### src/rtl/panda_pkg.sv
// panda_pkg: shared types and helpers for the panda load-store path.
//   lsu_width_e    - access size encoding carried from the pipeline
//   lsu_state_e    - load-store unit FSM states
//   lsu_misaligned - natural-alignment check for a given access size
package panda_pkg;

    typedef enum logic [1:0] {
        LSU_WIDTH_BYTE   = 2'd0,
        LSU_WIDTH_HALF   = 2'd1,
        LSU_WIDTH_WORD   = 2'd2,
        LSU_WIDTH_DOUBLE = 2'd3
    } lsu_width_e;

    typedef enum logic [2:0] {
        LSU_IDLE = 3'd0,
        LSU_REQ  = 3'd1,
        LSU_WAIT = 3'd2,
        LSU_RESP = 3'd3,
        LSU_ERR  = 3'd4
    } lsu_state_e;

    // An access is misaligned when any address bit below its size is set.
    function automatic logic lsu_misaligned(input lsu_width_e width, input logic [2:0] addr_lsbs);
        logic mis;
        case (width)
            LSU_WIDTH_BYTE:   mis = 1'b0;
            LSU_WIDTH_HALF:   mis = addr_lsbs[0];
            LSU_WIDTH_WORD:   mis = |addr_lsbs[1:0];
            LSU_WIDTH_DOUBLE: mis = |addr_lsbs;
            default:          mis = 1'b1;
        endcase
        return mis;
    endfunction

endpackage

### src/rtl/panda_lsu_if.sv
// panda_lsu_if: request/grant/response data-memory bus.
//   master modport - LSU side: drives req/we/be/addr/wdata, receives gnt/rvalid/rdata/err
//   slave modport  - memory side: the mirror image
interface panda_lsu_if #(
    parameter int XLEN   = 32,
    parameter int ADDR_W = 32
);
    localparam int NBYTES = XLEN / 8;

    logic              data_req_o;
    logic              data_gnt_i;
    logic              data_we_o;
    logic [NBYTES-1:0] data_be_o;
    logic [ADDR_W-1:0] data_addr_o;
    logic [XLEN-1:0]   data_wdata_o;
    logic              data_rvalid_i;
    logic [XLEN-1:0]   data_rdata_i;
    logic              data_err_i;

    modport master (
        output data_req_o, data_we_o, data_be_o, data_addr_o, data_wdata_o,
        input  data_gnt_i, data_rvalid_i, data_rdata_i, data_err_i
    );

    modport slave (
        input  data_req_o, data_we_o, data_be_o, data_addr_o, data_wdata_o,
        output data_gnt_i, data_rvalid_i, data_rdata_i, data_err_i
    );
endinterface

### src/rtl/panda_lsu_align.sv
// panda_lsu_align: purely combinational lane steering for the LSU.
//   width_i/unsigned_i/off_i - access size, zero-extend flag, byte offset within the bus word
//   wdata_i -> wdata_o        - right-aligned store data replicated across all lanes
//   be_o                      - byte enables for the access
//   rdata_i -> rdata_o        - bus read data shifted down and sign/zero extended
module panda_lsu_align
    import panda_pkg::*;
#(
    parameter int XLEN = 32
) (
    input  lsu_width_e                  width_i,
    input  logic                        unsigned_i,
    input  logic [$clog2(XLEN/8)-1:0]   off_i,
    input  logic [XLEN-1:0]             wdata_i,
    input  logic [XLEN-1:0]             rdata_i,
    output logic [XLEN/8-1:0]           be_o,
    output logic [XLEN-1:0]             wdata_o,
    output logic [XLEN-1:0]             rdata_o
);
    localparam int NBYTES = XLEN / 8;

    logic [7:0]      mask_s;
    logic [XLEN-1:0] shifted_s;
    logic [XLEN-1:0] keep_s;
    logic            sign_s;
    logic            ext_s;

    // Byte enables and replicated store data per access size.
    always_comb begin
        mask_s  = 8'h01;
        wdata_o = wdata_i;
        case (width_i)
            LSU_WIDTH_BYTE: begin
                mask_s  = 8'h01;
                wdata_o = {NBYTES{wdata_i[7:0]}};
            end
            LSU_WIDTH_HALF: begin
                mask_s  = 8'h03;
                wdata_o = {(XLEN/16){wdata_i[15:0]}};
            end
            LSU_WIDTH_WORD: begin
                mask_s  = 8'h0F;
                wdata_o = {(XLEN/32){wdata_i[31:0]}};
            end
            LSU_WIDTH_DOUBLE: begin
                mask_s  = 8'hFF;
                wdata_o = wdata_i;
            end
            default: begin
                mask_s  = 8'h01;
                wdata_o = wdata_i;
            end
        endcase
        // Lanes pushed past the top of the bus fall off on truncation.
        be_o = NBYTES'(mask_s) << off_i;
    end

    // Load extraction: keep_s selects the payload, the rest is filled with the sign bit.
    // A full-width keep mask (WORD on 32-bit, DOUBLE) makes the unsigned flag irrelevant.
    always_comb begin
        shifted_s = rdata_i >> {off_i, 3'b000};
        keep_s    = {XLEN{1'b1}};
        sign_s    = 1'b0;
        case (width_i)
            LSU_WIDTH_BYTE: begin
                keep_s = XLEN'(8'hFF);
                sign_s = shifted_s[7];
            end
            LSU_WIDTH_HALF: begin
                keep_s = XLEN'(16'hFFFF);
                sign_s = shifted_s[15];
            end
            LSU_WIDTH_WORD: begin
                keep_s = XLEN'(32'hFFFF_FFFF);
                sign_s = shifted_s[31];
            end
            LSU_WIDTH_DOUBLE: begin
                keep_s = {XLEN{1'b1}};
                sign_s = 1'b0;
            end
            default: begin
                keep_s = {XLEN{1'b1}};
                sign_s = 1'b0;
            end
        endcase
        ext_s   = sign_s & ~unsigned_i;
        rdata_o = (shifted_s & keep_s) | ({XLEN{ext_s}} & ~keep_s);
    end

endmodule

### src/rtl/panda_lsu.sv
// panda_lsu: single-outstanding load-store unit between EX/MEM and the data bus.
//   clk_i, rst_i          - clock, asynchronous active-high reset
//   req_*                 - valid/ready request from the pipeline (store, width, unsigned, addr, wdata)
//   resp_*                - one-cycle completion pulse with extended load data and error flag
//   busy_o                - an access is in flight
//   bus                   - data-memory bus (master side)
module panda_lsu
    import panda_pkg::*;
#(
    parameter int XLEN   = 32,
    parameter int ADDR_W = 32
) (
    input  logic              clk_i,
    input  logic              rst_i,
    input  logic              req_valid_i,
    output logic              req_ready_o,
    input  logic              req_store_i,
    input  lsu_width_e        req_width_i,
    input  logic              req_unsigned_i,
    input  logic [ADDR_W-1:0] req_addr_i,
    input  logic [XLEN-1:0]   req_wdata_i,
    output logic              resp_valid_o,
    output logic [XLEN-1:0]   resp_rdata_o,
    output logic              resp_err_o,
    output logic              busy_o,
    panda_lsu_if.master       bus
);
    localparam int NBYTES = XLEN / 8;
    localparam int OFF_W  = $clog2(NBYTES);

    lsu_state_e        state_r;
    logic              store_r;
    lsu_width_e        width_r;
    logic              unsigned_r;
    logic [OFF_W-1:0]  off_r;
    logic              ready_r;
    logic              busy_r;
    logic              data_req_r;
    logic              data_we_r;
    logic [NBYTES-1:0] data_be_r;
    logic [ADDR_W-1:0] data_addr_r;
    logic [XLEN-1:0]   data_wdata_r;
    logic              resp_valid_r;
    logic              resp_err_r;
    logic [XLEN-1:0]   resp_rdata_r;

    lsu_width_e        width_sel_s;
    logic              unsigned_sel_s;
    logic [OFF_W-1:0]  off_sel_s;
    logic              bad_s;
    logic [NBYTES-1:0] be_s;
    logic [XLEN-1:0]   wdata_rep_s;
    logic [XLEN-1:0]   rdata_fmt_s;

    // The aligner sees the live request while idle and the captured one afterwards.
    always_comb begin
        if (state_r == LSU_IDLE) begin
            width_sel_s    = req_width_i;
            unsigned_sel_s = req_unsigned_i;
            off_sel_s      = req_addr_i[OFF_W-1:0];
        end else begin
            width_sel_s    = width_r;
            unsigned_sel_s = unsigned_r;
            off_sel_s      = off_r;
        end
        bad_s = lsu_misaligned(req_width_i, req_addr_i[2:0]) ||
                ((XLEN == 32) && (req_width_i == LSU_WIDTH_DOUBLE));
    end

    panda_lsu_align #(.XLEN(XLEN)) u_align (
        .width_i    (width_sel_s),
        .unsigned_i (unsigned_sel_s),
        .off_i      (off_sel_s),
        .wdata_i    (req_wdata_i),
        .rdata_i    (bus.data_rdata_i),
        .be_o       (be_s),
        .wdata_o    (wdata_rep_s),
        .rdata_o    (rdata_fmt_s)
    );

    // Access FSM with request capture and registered bus/response outputs.
    always_ff @(posedge clk_i or posedge rst_i) begin
        if (rst_i) begin
            state_r      <= LSU_IDLE;
            store_r      <= 1'b0;
            width_r      <= LSU_WIDTH_BYTE;
            unsigned_r   <= 1'b0;
            off_r        <= '0;
            ready_r      <= 1'b1;
            busy_r       <= 1'b0;
            data_req_r   <= 1'b0;
            data_we_r    <= 1'b0;
            data_be_r    <= '0;
            data_addr_r  <= '0;
            data_wdata_r <= '0;
            resp_valid_r <= 1'b0;
            resp_err_r   <= 1'b0;
            resp_rdata_r <= '0;
        end else begin
            case (state_r)
                LSU_IDLE: begin
                    if (req_valid_i) begin
                        store_r      <= req_store_i;
                        width_r      <= req_width_i;
                        unsigned_r   <= req_unsigned_i;
                        off_r        <= req_addr_i[OFF_W-1:0];
                        data_we_r    <= req_store_i;
                        data_be_r    <= be_s;
                        data_addr_r  <= {req_addr_i[ADDR_W-1:OFF_W], {OFF_W{1'b0}}};
                        data_wdata_r <= wdata_rep_s;
                        ready_r      <= 1'b0;
                        busy_r       <= 1'b1;
                        if (bad_s) begin
                            // Rejected accesses answer immediately and never touch the bus.
                            state_r      <= LSU_ERR;
                            resp_valid_r <= 1'b1;
                            resp_err_r   <= 1'b1;
                            resp_rdata_r <= '0;
                        end else begin
                            state_r    <= LSU_REQ;
                            data_req_r <= 1'b1;
                        end
                    end else begin
                        ready_r <= 1'b1;
                        busy_r  <= 1'b0;
                    end
                end
                LSU_REQ: begin
                    if (bus.data_gnt_i) begin
                        state_r    <= LSU_WAIT;
                        data_req_r <= 1'b0;
                    end else begin
                        data_req_r <= 1'b1;
                    end
                end
                LSU_WAIT: begin
                    if (bus.data_rvalid_i) begin
                        state_r      <= LSU_RESP;
                        resp_valid_r <= 1'b1;
                        resp_err_r   <= bus.data_err_i;
                        // Stores and failed loads return zero data.
                        resp_rdata_r <= (store_r || bus.data_err_i) ? '0 : rdata_fmt_s;
                    end else begin
                        resp_valid_r <= 1'b0;
                    end
                end
                LSU_RESP, LSU_ERR: begin
                    state_r      <= LSU_IDLE;
                    resp_valid_r <= 1'b0;
                    resp_err_r   <= 1'b0;
                    resp_rdata_r <= '0;
                    ready_r      <= 1'b1;
                    busy_r       <= 1'b0;
                end
                default: begin
                    state_r      <= LSU_IDLE;
                    data_req_r   <= 1'b0;
                    resp_valid_r <= 1'b0;
                    resp_err_r   <= 1'b0;
                    resp_rdata_r <= '0;
                    ready_r      <= 1'b1;
                    busy_r       <= 1'b0;
                end
            endcase
        end
    end

    assign req_ready_o      = ready_r;
    assign busy_o           = busy_r;
    assign resp_valid_o     = resp_valid_r;
    assign resp_err_o       = resp_err_r;
    assign resp_rdata_o     = resp_rdata_r;
    assign bus.data_req_o   = data_req_r;
    assign bus.data_we_o    = data_we_r;
    assign bus.data_be_o    = data_be_r;
    assign bus.data_addr_o  = data_addr_r;
    assign bus.data_wdata_o = data_wdata_r;

endmodule
### src/flat_wrapper.sv
// flat-port wrapper written by rule: the top's interface ports become plain ports
module panda_lsu_flat import panda_pkg::*;
#(
    parameter int XLEN   = 32,
    parameter int ADDR_W = 32
)
  (clk_i, rst_i, req_valid_i, req_ready_o, req_store_i, req_width_i, req_unsigned_i, req_addr_i, req_wdata_i, resp_valid_o, resp_rdata_o, resp_err_o, busy_o, bus_data_req_o, bus_data_we_o, bus_data_be_o, bus_data_addr_o, bus_data_wdata_o, bus_data_gnt_i, bus_data_rvalid_i, bus_data_rdata_i, bus_data_err_i);
  panda_lsu_if #(.XLEN(XLEN), .ADDR_W(ADDR_W)) bus_i ();
  input  logic clk_i;
  input  logic rst_i;
  input  logic req_valid_i;
  output logic req_ready_o;
  input  logic req_store_i;
  input  lsu_width_e req_width_i;
  input  logic req_unsigned_i;
  input  logic [ADDR_W-1:0] req_addr_i;
  input  logic [XLEN-1:0] req_wdata_i;
  output logic resp_valid_o;
  output logic [XLEN-1:0] resp_rdata_o;
  output logic resp_err_o;
  output logic busy_o;
  output wire logic [$bits(bus_i.data_req_o)-1:0] bus_data_req_o;
  output wire logic [$bits(bus_i.data_we_o)-1:0] bus_data_we_o;
  output wire logic [$bits(bus_i.data_be_o)-1:0] bus_data_be_o;
  output wire logic [$bits(bus_i.data_addr_o)-1:0] bus_data_addr_o;
  output wire logic [$bits(bus_i.data_wdata_o)-1:0] bus_data_wdata_o;
  input wire logic [$bits(bus_i.data_gnt_i)-1:0] bus_data_gnt_i;
  input wire logic [$bits(bus_i.data_rvalid_i)-1:0] bus_data_rvalid_i;
  input wire logic [$bits(bus_i.data_rdata_i)-1:0] bus_data_rdata_i;
  input wire logic [$bits(bus_i.data_err_i)-1:0] bus_data_err_i;
  assign bus_data_req_o = bus_i.data_req_o;
  assign bus_data_we_o = bus_i.data_we_o;
  assign bus_data_be_o = bus_i.data_be_o;
  assign bus_data_addr_o = bus_i.data_addr_o;
  assign bus_data_wdata_o = bus_i.data_wdata_o;
  assign bus_i.data_gnt_i = bus_data_gnt_i;
  assign bus_i.data_rvalid_i = bus_data_rvalid_i;
  assign bus_i.data_rdata_i = bus_data_rdata_i;
  assign bus_i.data_err_i = bus_data_err_i;
  panda_lsu #(.XLEN(XLEN), .ADDR_W(ADDR_W)) u_core (.clk_i(clk_i), .rst_i(rst_i), .req_valid_i(req_valid_i), .req_ready_o(req_ready_o), .req_store_i(req_store_i), .req_width_i(req_width_i), .req_unsigned_i(req_unsigned_i), .req_addr_i(req_addr_i), .req_wdata_i(req_wdata_i), .resp_valid_o(resp_valid_o), .resp_rdata_o(resp_rdata_o), .resp_err_o(resp_err_o), .busy_o(busy_o), .bus(bus_i));
endmodule
### config.mk
export PLATFORM = sky130hd
export DESIGN_NAME = panda_lsu_flat
export DESIGN_NICKNAME = d
export VERILOG_FILES = /design/src/rtl/panda_pkg.sv /design/src/rtl/panda_lsu_if.sv /design/src/rtl/panda_lsu_align.sv /design/src/rtl/panda_lsu.sv /design/src/flat_wrapper.sv
export SDC_FILE = /design/constraint.sdc
export NUM_CORES = 1
export LEC_CHECK = 0
export ABC_CLOCK_PERIOD_IN_PS = 5300
export BUFFER_PORTS_ARGS = -buffer_cell sky130_fd_sc_hd__buf_2
export CORE_UTILIZATION = 40
export DETAILED_ROUTE_END_ITERATION = 16
export GPL_ROUTABILITY_DRIVEN = 0
export PLACE_DENSITY_LB_ADDON = 0.3
export SLEW_MARGIN = 10
export SYNTH_ARGS = -nofsm -noshare
export SYNTH_HDL_FRONTEND = slang
export SYNTH_HIERARCHICAL = 1
export SYNTH_SLANG_ARGS = --single-unit
### constraint.sdc
create_clock -name clk_i -period 5.3 [get_ports clk_i]
set_input_delay 0 -clock clk_i [delete_from_list [all_inputs] [get_ports clk_i]]
set_output_delay 0 -clock clk_i [all_outputs]
set_load 0.005 [all_outputs]
==> results.tsv <==
stage	metric	value	unit
status	status	complete, no violations	
floorplanning	initial_core_util	0.411	
route	drt_wl_total	17400	µm
grt	track_usage	0.227	
logic_synthesis	synth.distinct_cells	49	
logic_synthesis	syn_area	5970	µm²
worst_setup_path	crit_path_top_delay_cell	nor2_1	
power_and_ir_drop	peakVddDrop	0.000270	V
worst_setup_path	crit_type	flip-flop to flip-flop	
finish	fillers	1327	
floorplanning	fp.dieW	124	µm
floorplanning	die_h	124	µm
logic_synthesis	synth_top_family_by_area	simple AND/OR/NAND/NOR gates	
finish	antenna_cells	0	
finish	syn_to_final_growth	32.3	%
clock_network	htree_levels	3	
route	ant_nets	0	
finish	mostFrequentLayoutCells	285 x nand2_1, 209 x buf_2, 111 x dfrtp_1, 70 x dlygate4sd3_1, 31 x nand2b_1	
logic_synthesis	yosysTopAreaCell	dfrtp_1	
sta	finalSetupTns	0	ns
floorplanning	dieArea	15400	µm²
placement	dp_cells	1024	
clock_network	cts_buffers	9	
worst_setup_path	crit_path_max_fanout	33	
worst_setup_path	path_cells	nor3_4 > mux2_2 > nor2_1 > a21oi_1 > a21oi_1 > nand2_1 > o21ai_2	
grt	grt_pass1_wl	28200	µm
grt	grt_max_degree	72	
route	drt-initial-drc-count	277	
worst_setup_path	cpPeakStageDelay	0.90	ns
sta	tightest_slew	1.06	ns
logic_synthesis	synth-simple-area-share	0.271	
logic_synthesis	yosysSeqAreaShare	0.469	
placement	dpl.hpwl	11300	µm
floorplanning	core-area	14500	µm²
route	vias	5522	
logic_synthesis	syn_inst	678	
worst_setup_path	required	5.56	ns
sta	rsz0062_at_grt	no	
power_and_ir_drop	p_per_area	518	nW/µm²
sta	setup_viol	0	
sta	min_period	3.07	ns
grt	gr-total-overflow	0	
clock_network	clkLatencyLatePin	0.34	ns
clock_network	cts-root-buf	clkbuf_16	
clock_network	cts_setup_buffers	0	
finish	drive_above_1_share	0.312	
logic_synthesis	synth_ff_type	dfrtp_1	
logic_synthesis	synth_compound_area_frac	0.113	
logic_synthesis	synthMuxAreaShare	0.0796	
clock_network	cts_sinks	112	
route	wl_per_cell	15.7	µm
sta	slew_headroom	0.290	
finish	final_common_cell	nand2_1	
logic_synthesis	synth-seq-cells	112	
sta	skew	0.00554	ns
logic_synthesis	synth-edff-count	0	
sta	post-route-period-util	0.579	
worst_setup_path	arrival	3.33	ns
worst_setup_path	startpoint_type	flip-flop	
clock_network	clkTransAtPathRegs	0.07	ns
finish	fin_nets	1027	
route	dr.pass1.iters	6	
logic_synthesis	yosys-top-cells-area	dfrtp_1 47%, nand2_1 18%, mux2i_1 4.2%, nand2b_1 3.2%, o21ai_2 2.8%	
floorplanning	pin_count	212	
floorplanning	row_count	44	
route	vias_per_cell	4.98	
worst_setup_path	end_kind	flip-flop	
logic_synthesis	synth_top_area_frac	0.465	
grt	antenna_found_initial	0	
worst_setup_path	path_common_cell	a21oi_1	
logic_synthesis	synth_xor_xnor_area_share	0.00293	
worst_hold_path	hold_path.class	input pin to flip-flop	
logic_synthesis	syn-mean-instance-area	8.81	µm²
logic_synthesis	yosys_warnings	6	
clock_network	tritoncts	done	
finish	instances_no_fill	1109	
logic_synthesis	synthAdderAreaFrac	0	
power_and_ir_drop	power_leakage	0.00417	µW
route	drc	0	
grt	grt_pass1_vias	5497	
logic_synthesis	synth-async-reset-ratio	1.00	
sta	fmax	326	MHz
sta	drv_slew	0	
clock_network	clockBufferDepth	2	
placement	io_buffer_count	209	
run	max_cap_viol_count	0	
sta	hold_viol	0	
[logic make-up after synthesis]
| family | after synthesis |
|---|---|
| simple gates | 369 |
| flops | 112 |
| compound gates | 95 |
| buf+inv | 56 |
| mux | 43 |
| xor+xnor | 2 |
| other cells | 1 |
[layout make-up]
class	instances	area (µm²)	area share
clock buffers	12	256	0.0325
flip-flops and latches	112	2800	0.355
multi-input cells	511	2800	0.354
repair buffers	284	1780	0.226
inverters	3	13.8	0.00174
well taps	184	230	0.0291
clock inverters	3	17.5	0.00222
[Yosys cell counts, types with 8 or more instances]
library cell	n
nand2_1	285
dfrtp_1	111
nand2b_1	31
a21oi_1	25
mux2i_1	25
o21ai_2	19
buf_2	17
o21ai_0	17
buf_4	15
mux2_2	14
buf_6	12
nor2_1	12
clkbuf_1	9
nand3_1	9
nor2b_1	9
a211oi_1	8
o211ai_1	8
or2_2	8
[power by group]
| part | switching [µW] | internal (µW) | total (µW) |
|---|---|---|---|
| logic | 1210 | 854 | 2060 |
| registers | 207 | 1190 | 1400 |
| clock network | 294 | 341 | 635 |
[routing by layer]
metal / up-vias / part of all wire / global-route usage
li1: 2687 / - / -
met1: 2566 / 0.43 / 0.297
met2: 224 / 0.47 / 0.359
met3: 45 / 0.065 / 0.0461
met4: 0 / 0.036 / 0.113
met5: - / 0 / 0
[flip-flops by register name, summed over array words and instances, names as in the netlist, 2 cells and up]
signal                   count
u_core/state_r               3
u_core/resp_rdata_o         32
u_core/bus.data_be_o         4
u_core/off_r                 2
u_core/bus.data_wdata_o     32
u_core/bus.data_addr_o      30
u_core/width_r               2
[worst max-delay path, delay by kind of cell (launching register included)]
kind	cells	cell delay, ns
AOI/OAI and AO/OA	3	0.37
DFF	1	0.61
muxes	1	0.63
and+or+nand+nor	3	1.39
[final timing paths]
kind                                                    end  slack (ns)  cells after the start                   startpoint
worst min-delay path                      u_core/state_r[1]        0.03                      4               bus_data_gnt_i
max in group asynchronous           u_core/resp_rdata_o[10]        3.73                      4                        rst_i
worst min register to register  u_core/bus.data_wdata_o[13]        0.47                      2  u_core/bus.data_wdata_o[13]
worst max-delay path                u_core/resp_rdata_o[12]        2.23                      7            u_core/state_r[1]
worst max register to register      u_core/resp_rdata_o[12]        2.23                      7            u_core/state_r[1]
min in group asynchronous       u_core/bus.data_wdata_o[27]        0.31                      3                        rst_i
[through the flow]
step / worst slack (ns) / power [µW] / area (µm²) / hold WS [ns] / util
floorplan: 2.34 / 2850 / 5980 / 0.105 / -
global placement: 2.32 / 3370 / 6930 / 0.134 / 0.477
detailed placement: 2.28 / 3400 / 6930 / 0.132 / 0.477
CTS: 2.27 / 4090 / 7900 / 0.0138 / 0.544
global route: 1.99 / 4420 / 7900 / 0.0570 / 0.544
finish: 2.23 / 4090 / 7900 / 0.0336 / 0.544
[repair_timing]
| item | in CTS | in global routing |
|---|---|---|
| resized for setup | 0 | 0 |
| hold endpoints to repair | 115 | 0 |
| hold buffers | 70 | 0 |
Power figures use the tool's default switching activity.
